==> config.mk <==
export PLATFORM = sky130hd
export DESIGN_NAME = wb_stage
export DESIGN_NICKNAME = d
export VERILOG_FILES = /design/src/rtl/wb_stage.sv
export SDC_FILE = /design/constraint.sdc
export NUM_CORES = 1
export LEC_CHECK = 0
export ABC_AREA = 1
export ABC_CLOCK_PERIOD_IN_PS = 3500
export CAP_MARGIN = 10
export CORE_MARGIN = 2
export CORE_UTILIZATION = 40
export CTS_CLUSTER_DIAMETER = 100
export DETAILED_ROUTE_END_ITERATION = 10
export GPL_ROUTABILITY_DRIVEN = 0
export HOLD_SLACK_MARGIN = 0.08
export PLACE_DENSITY_LB_ADDON = 0.08
export SLEW_MARGIN = 25
export SYNTH_ARGS = -nofsm -noshare
export SYNTH_HDL_FRONTEND = slang
export SYNTH_SLANG_ARGS = --single-unit
export TNS_END_PERCENT = 30
==> constraint.sdc <==
create_clock -name clk -period 3.5 [get_ports clk]
set_clock_uncertainty 0.1 [all_clocks]
set_input_delay 0.7 -clock clk [delete_from_list [all_inputs] [get_ports clk]]
set_output_delay 0.7 -clock clk [all_outputs]
set_load 0.01 [all_outputs]
==> src/rtl/wb_stage.sv <==
// Writeback stage: retires MEM-stage results into the register file, waiting for load data when needed.
// ALU result writes one cycle after accept; loads write one cycle after rvalid; mem_ready is low while a load is outstanding.
module wb_stage #(
   parameter int unsigned MAX_WAIT = 15
) (
   input  logic        clk,
   input  logic        reset,
   input  logic        mem_valid,
   output logic        mem_ready,
   input  logic        mem_wr_en,
   input  logic [4:0]  mem_wr_addr,
   input  logic [31:0] mem_alu_result,
   input  logic        mem_is_load,
   input  logic [2:0]  mem_load_type,
   input  logic        flush,
   input  logic        dmem_rvalid,
   input  logic [31:0] dmem_rdata,
   output logic        wr_en,
   output logic [4:0]  wr_addr,
   output logic [31:0] wr_data,
   output logic        wb_busy,
   output logic        load_err,
   output logic        align_err
);

   typedef enum logic {IDLE, WAIT_LOAD} state_t;

   state_t      state_q, state_d;
   logic [7:0]  cnt_q, cnt_d;
   logic        ld_wen_q, ld_wen_d;
   logic [4:0]  ld_addr_q, ld_addr_d;
   logic [1:0]  ld_off_q, ld_off_d;
   logic [2:0]  ld_type_q, ld_type_d;
   logic        wr_en_q, wr_en_d;
   logic [4:0]  wr_addr_q, wr_addr_d;
   logic [31:0] wr_data_q, wr_data_d;
   logic        load_err_q, load_err_d;
   logic        align_err_q, align_err_d;

   logic        misaligned;
   logic [7:0]  byte_v;
   logic [15:0] half_v;
   logic [31:0] ld_val;

   assign mem_ready = (state_q == IDLE) && !reset;

   // Unknown load codes behave as LW, including the alignment rule.
   always_comb begin
      misaligned = 1'b0;
      case (mem_load_type)
         3'b000, 3'b100: misaligned = 1'b0;
         3'b001, 3'b101: misaligned = mem_alu_result[0];
         default:        misaligned = |mem_alu_result[1:0];
      endcase
   end

   always_comb begin
      byte_v = 8'h00;
      case (ld_off_q)
         2'd0: byte_v = dmem_rdata[31:24];
         2'd1: byte_v = dmem_rdata[23:16];
         2'd2: byte_v = dmem_rdata[15:8];
         2'd3: byte_v = dmem_rdata[7:0];
         default: byte_v = 8'h00;
      endcase
      half_v = ld_off_q[1] ? dmem_rdata[15:0] : dmem_rdata[31:16];
      case (ld_type_q)
         3'b000:  ld_val = {{24{byte_v[7]}}, byte_v};
         3'b100:  ld_val = {24'h000000, byte_v};
         3'b001:  ld_val = {{16{half_v[15]}}, half_v};
         3'b101:  ld_val = {16'h0000, half_v};
         default: ld_val = dmem_rdata;
      endcase
   end

   always_comb begin
      state_d     = state_q;
      cnt_d       = cnt_q;
      ld_wen_d    = ld_wen_q;
      ld_addr_d   = ld_addr_q;
      ld_off_d    = ld_off_q;
      ld_type_d   = ld_type_q;
      wr_en_d     = 1'b0;
      wr_addr_d   = wr_addr_q;
      wr_data_d   = wr_data_q;
      load_err_d  = 1'b0;
      align_err_d = 1'b0;
      case (state_q)
         IDLE: begin
            if (mem_valid) begin
               if (!mem_is_load) begin
                  if (mem_wr_en && (mem_wr_addr != 5'd0)) begin
                     wr_en_d   = 1'b1;
                     wr_addr_d = mem_wr_addr;
                     wr_data_d = mem_alu_result;
                  end
               end else if (misaligned) begin
                  align_err_d = 1'b1;
               end else begin
                  state_d   = WAIT_LOAD;
                  cnt_d     = 8'd0;
                  ld_wen_d  = mem_wr_en;
                  ld_addr_d = mem_wr_addr;
                  ld_off_d  = mem_alu_result[1:0];
                  ld_type_d = mem_load_type;
               end
            end
         end
         WAIT_LOAD: begin
            // Flush beats data, and data beats the timeout.
            if (flush) begin
               state_d = IDLE;
            end else if (dmem_rvalid) begin
               state_d = IDLE;
               if (ld_wen_q && (ld_addr_q != 5'd0)) begin
                  wr_en_d   = 1'b1;
                  wr_addr_d = ld_addr_q;
                  wr_data_d = ld_val;
               end
            end else if (cnt_q == 8'(MAX_WAIT - 1)) begin
               state_d    = IDLE;
               load_err_d = 1'b1;
            end else begin
               cnt_d = cnt_q + 8'd1;
            end
         end
         default: state_d = IDLE;
      endcase
   end

   always_ff @(posedge clk) begin
      if (reset) begin
         state_q     <= IDLE;
         cnt_q       <= 8'd0;
         ld_wen_q    <= 1'b0;
         ld_addr_q   <= 5'd0;
         ld_off_q    <= 2'd0;
         ld_type_q   <= 3'd0;
         wr_en_q     <= 1'b0;
         wr_addr_q   <= 5'd0;
         wr_data_q   <= 32'd0;
         load_err_q  <= 1'b0;
         align_err_q <= 1'b0;
      end else begin
         state_q     <= state_d;
         cnt_q       <= cnt_d;
         ld_wen_q    <= ld_wen_d;
         ld_addr_q   <= ld_addr_d;
         ld_off_q    <= ld_off_d;
         ld_type_q   <= ld_type_d;
         wr_en_q     <= wr_en_d;
         wr_addr_q   <= wr_addr_d;
         wr_data_q   <= wr_data_d;
         load_err_q  <= load_err_d;
         align_err_q <= align_err_d;
      end
   end

   assign wr_en     = wr_en_q;
   assign wr_addr   = wr_addr_q;
   assign wr_data   = wr_data_q;
   assign wb_busy   = (state_q == WAIT_LOAD);
   assign load_err  = load_err_q;
   assign align_err = align_err_q;

endmodule

# ---- Yosys cells after proc, flatten, opt, wreduce, memory -nomap -nowiden
# Cells that the tools add are included.
dict set report word_totals {
  ff_bits 60
  input_bits 79
  out_inout_bits 42
  elab_cells 94
}
dict set report op_classes {
  addsub 1
  n_eq_ne 20
  mux 41
  n_bitwise 4
  reduce_logical 17
}
# cell n
set ops {}
lappend ops {{32-bit 2-to-1 mux} 6}
lappend ops {{32-bit one-hot mux with 4 select lines} 1}
lappend ops {{32-bit one-hot mux with 2 select lines} 1}
lappend ops {{8-bit 2-to-1 mux} 6}
lappend ops {{8-bit one-hot mux with 4 select lines} 1}
lappend ops {{5-bit 2-to-1 mux} 6}
lappend ops {{16-bit 2-to-1 mux} 1}
lappend ops {{2-bit != test (second input constant)} 8}
lappend ops {{8-bit one-hot mux with 2 select lines} 1}
lappend ops {{1-bit 2-to-1 mux} 14}
lappend ops {{3-bit equality test (second input constant)} 4}
lappend ops {{6-bit AND reduction} 2}
lappend ops {{5-bit one-hot mux with 2 select lines} 1}
lappend ops {{5-bit nonzero test} 2}
lappend ops {{8-bit by 1-bit adder with 8-bit output (second input constant)} 1}
lappend ops {{8-bit by 4-bit equality test with 1-bit output (second input constant)} 1}
lappend ops {{4-bit OR reduction} 2}
lappend ops {{3-bit by 1-bit equality test with 1-bit output (second input constant)} 2}
lappend ops {{3-bit zero test} 2}
lappend ops {{1-bit one-hot mux with 2 select lines} 3}
lappend ops {{2-bit OR reduction} 3}
lappend ops {{2-bit equality test (second input constant)} 2}
lappend ops {{2-bit by 1-bit != test with 1-bit output (second input constant)} 2}
lappend ops {{1-bit inverter} 4}
lappend ops {{5 further kinds} 7}

# ---- Logic depth before layout (Yosys ltp)
# Gate-level depths: netlist of the first run.
dict set report logic_depth {
  ltp_word 7
  ltp_mapped 10
}

# ---- Least setup slack after synthesis of the first run
# No wires, ideal clock.
dict set report synth_timing {
  kind {input to output}
  start {input port reset}
  end {output port mem_ready}
  arrival_time_ns 1.291
  t_required_ns 2.700
  path_slack_ns 1.409
  path_stages 3
  path_cell_list {clkbuf_1 -> clkbuf_1 -> nor2_1}
}
dict set report synth_via {
  elab_chain_cells 2
}
# element line_no
set synth_lines {}
lappend synth_lines {{start, declared} 7} ;# input logic reset,
lappend synth_lines {{1-bit zero test} 45} ;# assign mem_ready = (state_q == IDLE) && !reset;
lappend synth_lines {{1-bit logical AND} 45}
lappend synth_lines {{end, declared} 9} ;# output logic mem_ready,
# Every way passes these cells.

# ---- Worst setup path after layout of the first run
# Same ends and word-level chain as after synthesis.

==> results of run 1 <==
==> metal layers <==
layer,up-vias,global-route usage
li1,2095,-
met1,1754,0.297
met2,99,0.367
met3,7,0.0387
met4,0,0.0537
met5,-,0
==> cell type report <==
class                      instances  area, µm²  share of cell area
clock inverter                     7        123              0.0240
sequential                        60       1200               0.235
timing repair buffer             127       1250               0.245
tap                              108        135              0.0264
clock buffer                       9        124              0.0242
inverter                          76        285              0.0557
multi-input combinational        436       1990               0.390
==> state kept, by name, summed over array words and instances (netlist names) <==
signal     flops
wr_data       32
cnt_q          8
ld_addr_q      5
wr_addr        5
ld_type_q      3
ld_off_q       2
align_err      1
ld_wen_q       1
load_err       1
wb_busy        1
wr_en          1
==> worst max-delay path, cell delays in order <==
cell	delay [ps]
clkdlybuf4s50_1	440
nor2_1	130
clkdlybuf4s50_1	550
==> power by group <==
part / internal (mW) / leakage [nW] / switching, mW
Sequential: 0.718 / 0.490 / 0.0228
Clock: 0.477 / 0.116 / 0.310
Combinational: 0.206 / 1.72 / 0.206
==> stage by stage <==
stage                      util  cell area, µm²  instances  hold WS, ps
after global placement    0.553            4870        807          364
after CTS                 0.581            5120        823          383
after global routing      0.581            5120        823          404
after detailed placement  0.553            4870        807          372
after floorplan               -            3650        603          351
final                     0.581            5120        823          382
==> worst max-delay path by stage <==
stage,slack (ps),endpoint,from,cells after the start
floorplan,1410,mem_ready,reset,3
detailed placement,880,mem_ready,reset,3
global route,850,mem_ready,reset,3
CTS,880,mem_ready,reset,3
global placement,890,mem_ready,reset,3
finish,880,mem_ready,reset,3
==> cells in the final DEF (no fill, tap or decap) <==
master / instances
a21oi_1: 51
buf_4: 7
bufinv_16: 3
clkbuf_8: 9
clkdlybuf4s50_1: 120
clkinv_4: 1
clkinvlp_4: 2
dfxtp_1: 59
dfxtp_2: 1
ha_1: 2
inv_1: 64
inv_2: 12
inv_6: 1
nand2_1: 202
nand2_2: 3
nand3_1: 36
nand3_2: 11
nand4_1: 5
nor2_1: 63
nor2_2: 2
nor3_1: 2
o211ai_1: 6
o21ai_0: 11
o21ai_1: 12
o21bai_1: 1
o22ai_1: 7
or2_0: 1
or2_2: 18
xnor2_1: 1
xor2_1: 2
==> cell families after synthesis <==
group                    Yosys count
adder cells (fa/ha/maj)            2
XOR/XNOR                           3
AO/OA/AOI/OAI                     88
AND/OR/NAND/NOR                  343
flip-flops                        60
buffers and inverters            107
==> metrics.yaml, run 1 <==
outcome:
  status: "completed"
route:
  wl_met3_um: 628
  wirelength_mm: 10.9
  wl_met2_mm: 5.35
  post_drt_via_cell_ratio: 4.81
  drc_errors: 0
  drtIter0Drc: 161
  drtAntennaViolNets: 0
  drt-met1-wl_mm: 4.91
  highest_layer: "met4"
  firstDrtPassIters: 5
  vias: 3955
  wl_per_cell_um: 13.3
sta:
  setup_viol: 0
  tns_ps: 0
  clock.fmax_mhz: 382
  final-hold-violation-count: 0
  slew_headroom: 0.590
  layout_min_cycle_time_ps: 2620
  worst_pin_slew_ps: 614
  drv_slew: 0
  period_share: 0.747
  rsz0062_at_grt: "no"
  fin_ws_ps: 884
synth:
  yosysMostFrequentCell: "nand2_1"
  synth_area_leaders: "dfxtp_1 33%, nand2_1 21%, a21oi_1 7.0%"
  synth.largest_area_cell: "dfxtp_1"
  avgSynthCellArea_um2: 6.06
  yosys.cell_types.count: 26
  synth_common_cells: "202 x nand2_1, 64 x inv_1, 63 x nor2_1"
  synthFlopType: "dfxtp_1"
  synthAdderAreaFrac: 0.00685
  synth_compound_area_frac: 0.128
  muxShareOfSynthArea: 0
  syn_inst: 603
  synth_simple_gate_area_frac: 0.404
  async_reset_ff_frac: 0
  synth_top_family_by_area: "simple AND/OR/NAND/NOR gates"
  yosysSeqAreaShare: 0.329
  synth_edf_count: 0
  ys_seq_elements: 60
  synth_xor_area_frac: 0.00719
  yosysWarningCount: 0
  synth_top_cell_area_share: 0.329
  syn-cell-area_mm2: 0.00365
  synth.net_count: 684
worst_setup_path:
  critPathRequiredTime_ps: 2700
  r2r_cells: 10
  r2r-start: "ld_type_q[1]$_SDFFE_PP0P_"
  worstReg2RegEnd: "wr_data[2]$_SDFFE_PP0P_"
  path_class: "primary input to output port"
  start_kind: "primary input"
  arrival_ps: 1820
  cp_max_fo: 2
  ff2ff_setup_slack_ps: 1370
  end_kind: "output port"
min_path:
  hold_path_end: "ld_wen_q$_SDFFE_PP0P_"
  whs_path_depth: 2
  min_from: "ld_wen_q$_SDFFE_PP0P_"
  hold_class: "flip-flop to flip-flop"
placed_design:
  numPortBuffers: 120
  detailed_place_hpwl_mm: 7.89
  place_ws_ps: 877
power:
  vdd_drop_max_v: 0.000213
  p_leak_nw: 2.33
  totalPowerFinal_mw: 1.94
  p_per_area_mw_per_mm2: 379
cts:
  clkTransAtPathRegs_ps: 70
  cts_buffers: 9
  cts_setup_buffers: 0
  clock-sinks: 60
  ctsHoldBuffers: 0
  cts_tree: "built"
  root_buffer: "clkbuf_8"
  clock_path_buffers: 2
  cts_max_level: 3
  insertion_delay_ps: 340
  cts_resized: 0
grt:
  grt_pass1_vias: 3624
  grt_max_degree: 44
  antenna_found_initial: 0
  grt_pass1_wl_mm: 17.4
  grtUsageTotal: 0.220
  globalRouteOverflowTotal: 0
layout:
  area.growth.synth_to_final_pct: 40.1
  antennaDiodeCount: 0
  drive_above_1_share: 0.0979
  n_fill_cell: 877
  nets: 791
floorplan:
  die_w_um: 99.6
  dieArea_mm2: 0.00991
  num_io_pins: 121
  die_h_um: 99.6
  coreArea_mm2: 0.00881
  initial_core_util: 0.415
  row_count: 34
run:
  cap_viol_max_count: 0
No activity file was read; power rests on OpenSTA's default activity.
==> inputs of run 2 (changes only) <==
--- a/config.mk
+++ b/config.mk
@@ -6,7 +6,7 @@
 export NUM_CORES = 1
 export LEC_CHECK = 0
 export ABC_AREA = 1
-export ABC_CLOCK_PERIOD_IN_PS = 3500
+export ABC_CLOCK_PERIOD_IN_PS = 2350
 export CAP_MARGIN = 10
 export CORE_MARGIN = 2
 export CORE_UTILIZATION = 40
==> constraint.sdc (replaced) <==
create_clock -name clk -period 2.35 [get_ports clk]
set_clock_uncertainty 0.1 [all_clocks]
set_input_delay 0.47 -clock clk [delete_from_list [all_inputs] [get_ports clk]]
set_output_delay 0.47 -clock clk [all_outputs]
set_load 0.01 [all_outputs]
==> metrics.yaml, run 2 (synthesis gave the netlist of run 1 again) <==
cts:
  clock_path_buffers: 2  # unchanged
  ctsHoldBuffers: 0  # unchanged
  insertion_delay_ps: 340  # about the same
  cts_setup_buffers: 0  # unchanged
  clkTransAtPathRegs_ps: 70  # about the same
  clock-sinks: 60  # unchanged
  cts_tree: "built"  # unchanged
  cts_buffers: 9  # unchanged
  root_buffer: "clkbuf_8"  # unchanged
  cts_max_level: 3  # unchanged
  cts_resized: 0  # unchanged
floorplan:
  die_w_um: 99.6  # unchanged
  dieArea_mm2: 0.00991  # unchanged
  coreArea_mm2: 0.00881  # unchanged
  initial_core_util: 0.415  # unchanged
  num_io_pins: 121  # unchanged
  die_h_um: 99.6  # unchanged
  row_count: 34  # unchanged
layout:
  area.growth.synth_to_final_pct: 41.5  # was 40.1%
  mostFrequentLayoutCells: "202 x nand2_1, 120 x clkdlybuf4s50_1, 64 x inv_1"  # unchanged
  largest_reg_flops: 32  # unchanged
  antennaDiodeCount: 0  # unchanged
  drive_above_1_share: 0.108  # was 0.0979
  fin_cells: 831  # was 823
  design_area_mm2: 0.00517  # was 0.00512 mm²
  layout_commonest_cell: "nand2_1"  # unchanged
  nets: 799  # was 791
worst_setup_path:
  critPathLaunch: "reset"  # unchanged
  start_kind: "primary input"  # unchanged
  crit_top_cell: "clkdlybuf4s50_1"  # unchanged
  ff2ff_setup_slack_ps: 460  # was 1370 ps
  crit_chain: "clkdlybuf4s50_1 -> nor2_1 -> clkdlybuf4s50_1"  # unchanged
  end_kind: "output port"  # unchanged
  crit_path_max_incr_delay_ps: 560  # was 550 ps
  r2r-start: "ld_type_q[1]$_SDFFE_PP0P_"  # unchanged
  cp_num_buf_inv: 2  # unchanged
  cp_max_fo: 2  # unchanged
  crit_slowest_cell: "clkdlybuf4s50_1"  # unchanged
  cpLargestDelayFamily: "buffers and inverters"  # unchanged
  arrival_ps: 1620  # was 1820 ps
  critPathRequiredTime_ps: 1780  # was 2700 ps
  path_class: "primary input to output port"  # unchanged
grt:
  grtUsageTotal: 0.221  # was 0.220
  grt_pass1_wl_mm: 17.5  # was 17.4 mm
  antenna_found_initial: 0  # unchanged
  grt_max_degree: 30  # was 44
  globalRouteOverflowTotal: 0  # unchanged
  grt_pass1_vias: 3711  # was 3624
sta:
  clock.fmax_mhz: 457
  layout_min_cycle_time_ps: 2190
  period_share: 0.932
  tns_ps: 0  # unchanged
  worst_pin_slew_ps: 536  # was 614 ps
  drv_slew: 0  # unchanged
  fin_ws_ps: 160  # was 884 ps
  final-hold-violation-count: 0  # unchanged
  setup_viol: 0  # unchanged
  rsz0062_at_grt: "no"  # unchanged
  slew_headroom: 0.641  # was 0.590
placed_design:
  detailed_place_hpwl_mm: 8.18  # was 7.89 mm
  place_ws_ps: 160  # was 877 ps
  dp_cells: 815  # was 807
  numPortBuffers: 120  # unchanged
  placed_cell_area_mm2: 0.00494  # was 0.00487 mm²
route:
  firstDrtPassIters: 4  # was 5
  vias: 4027  # was 3955
  post_drt_via_cell_ratio: 4.85  # was 4.81
  drtIter0Drc: 147  # was 161
  wirelength_mm: 11.0  # was 10.9 mm
  drc_errors: 0  # unchanged
  drtAntennaViolNets: 0  # unchanged
  wl_per_cell_um: 13.3  # about the same
outcome:
  status: "completed"  # unchanged
power:
  p_leak_nw: 2.37  # was 2.33 nW
  p_per_area_mw_per_mm2: 546  # was 379 mW/mm²
  totalPowerFinal_mw: 2.82  # was 1.94 mW
  vdd_drop_max_v: 0.000440  # was 0.000213 V
min_path:
  min_from: "wr_addr[2]$_SDFFE_PP0P_"  # was ld_wen_q$_SDFFE_PP0P_
  hold_class: "flip-flop to flip-flop"  # unchanged
run:
  cap_viol_max_count: 0  # unchanged
run 2: metal layers:
layer / track usage / up-vias / routed length, µm
li1: - / 2105 / -
met1: 0.285 / 1779 / 4990
met2: 0.374 / 132 / 5260
met3: 0.0323 / 11 / 637
met4: 0.0801 / 0 / 138
met5: 0 / - / 0
run 2: where the power goes:
part | switching (mW) | leakage (nW) | internal [mW]
logic | 0.311 | 1.77 | 0.317
registers | 0.0326 | 0.490 | 1.07
clock network | 0.466 | 0.116 | 0.626
total | 0.810 | 2.37 | 2.01
run 2: cell type report:
| class | count | area, µm² |
|---|---|---|
| fill | 899 | 3640 |
| multi-input combinational | 436 | 1990 |
| timing repair buffer | 135 | 1330 |
| sequential | 60 | 1200 |
| inverter | 76 | 285 |
| clock buffer | 10 | 138 |
| tap | 108 | 135 |
| clock inverter | 6 | 87.6 |
run 2: worst paths after layout:
path | endpoint | cells after the start
max | mem_ready | 3
min reg2reg | wr_addr[2]$_SDFFE_PP0P_ | 2
min | wr_addr[2]$_SDFFE_PP0P_ | 2
max reg2reg | wr_data[15]$_SDFFE_PP0P_ | 7
run 2: worst min-delay path, cell delays in order, from the launching register on:
cell and delay [ps]:
dfxtp_1 330, nor2_1 50, nor2_1 80
run 2: metrics by stage:
step | hold slack, ps | utilization
floorplan | 351 | -
global placement | 367 | 0.561
detailed placement | 378 | 0.561
CTS | 390 | 0.587
global route | 420 | 0.587
finish | 388 | 0.587
==> inputs of run 3 (changes only) <==
--- a/config.mk
+++ b/config.mk
@@ -15,6 +15,7 @@
 export GPL_ROUTABILITY_DRIVEN = 0
 export HOLD_SLACK_MARGIN = 0.08
 export PLACE_DENSITY_LB_ADDON = 0.08
+export SETUP_SLACK_MARGIN = 0.1
 export SLEW_MARGIN = 25
 export SYNTH_ARGS = -nofsm -noshare
 export SYNTH_HDL_FRONTEND = slang
==> results of run 3 <==
Final layout, timing and power as in run 2 (identical DEF).
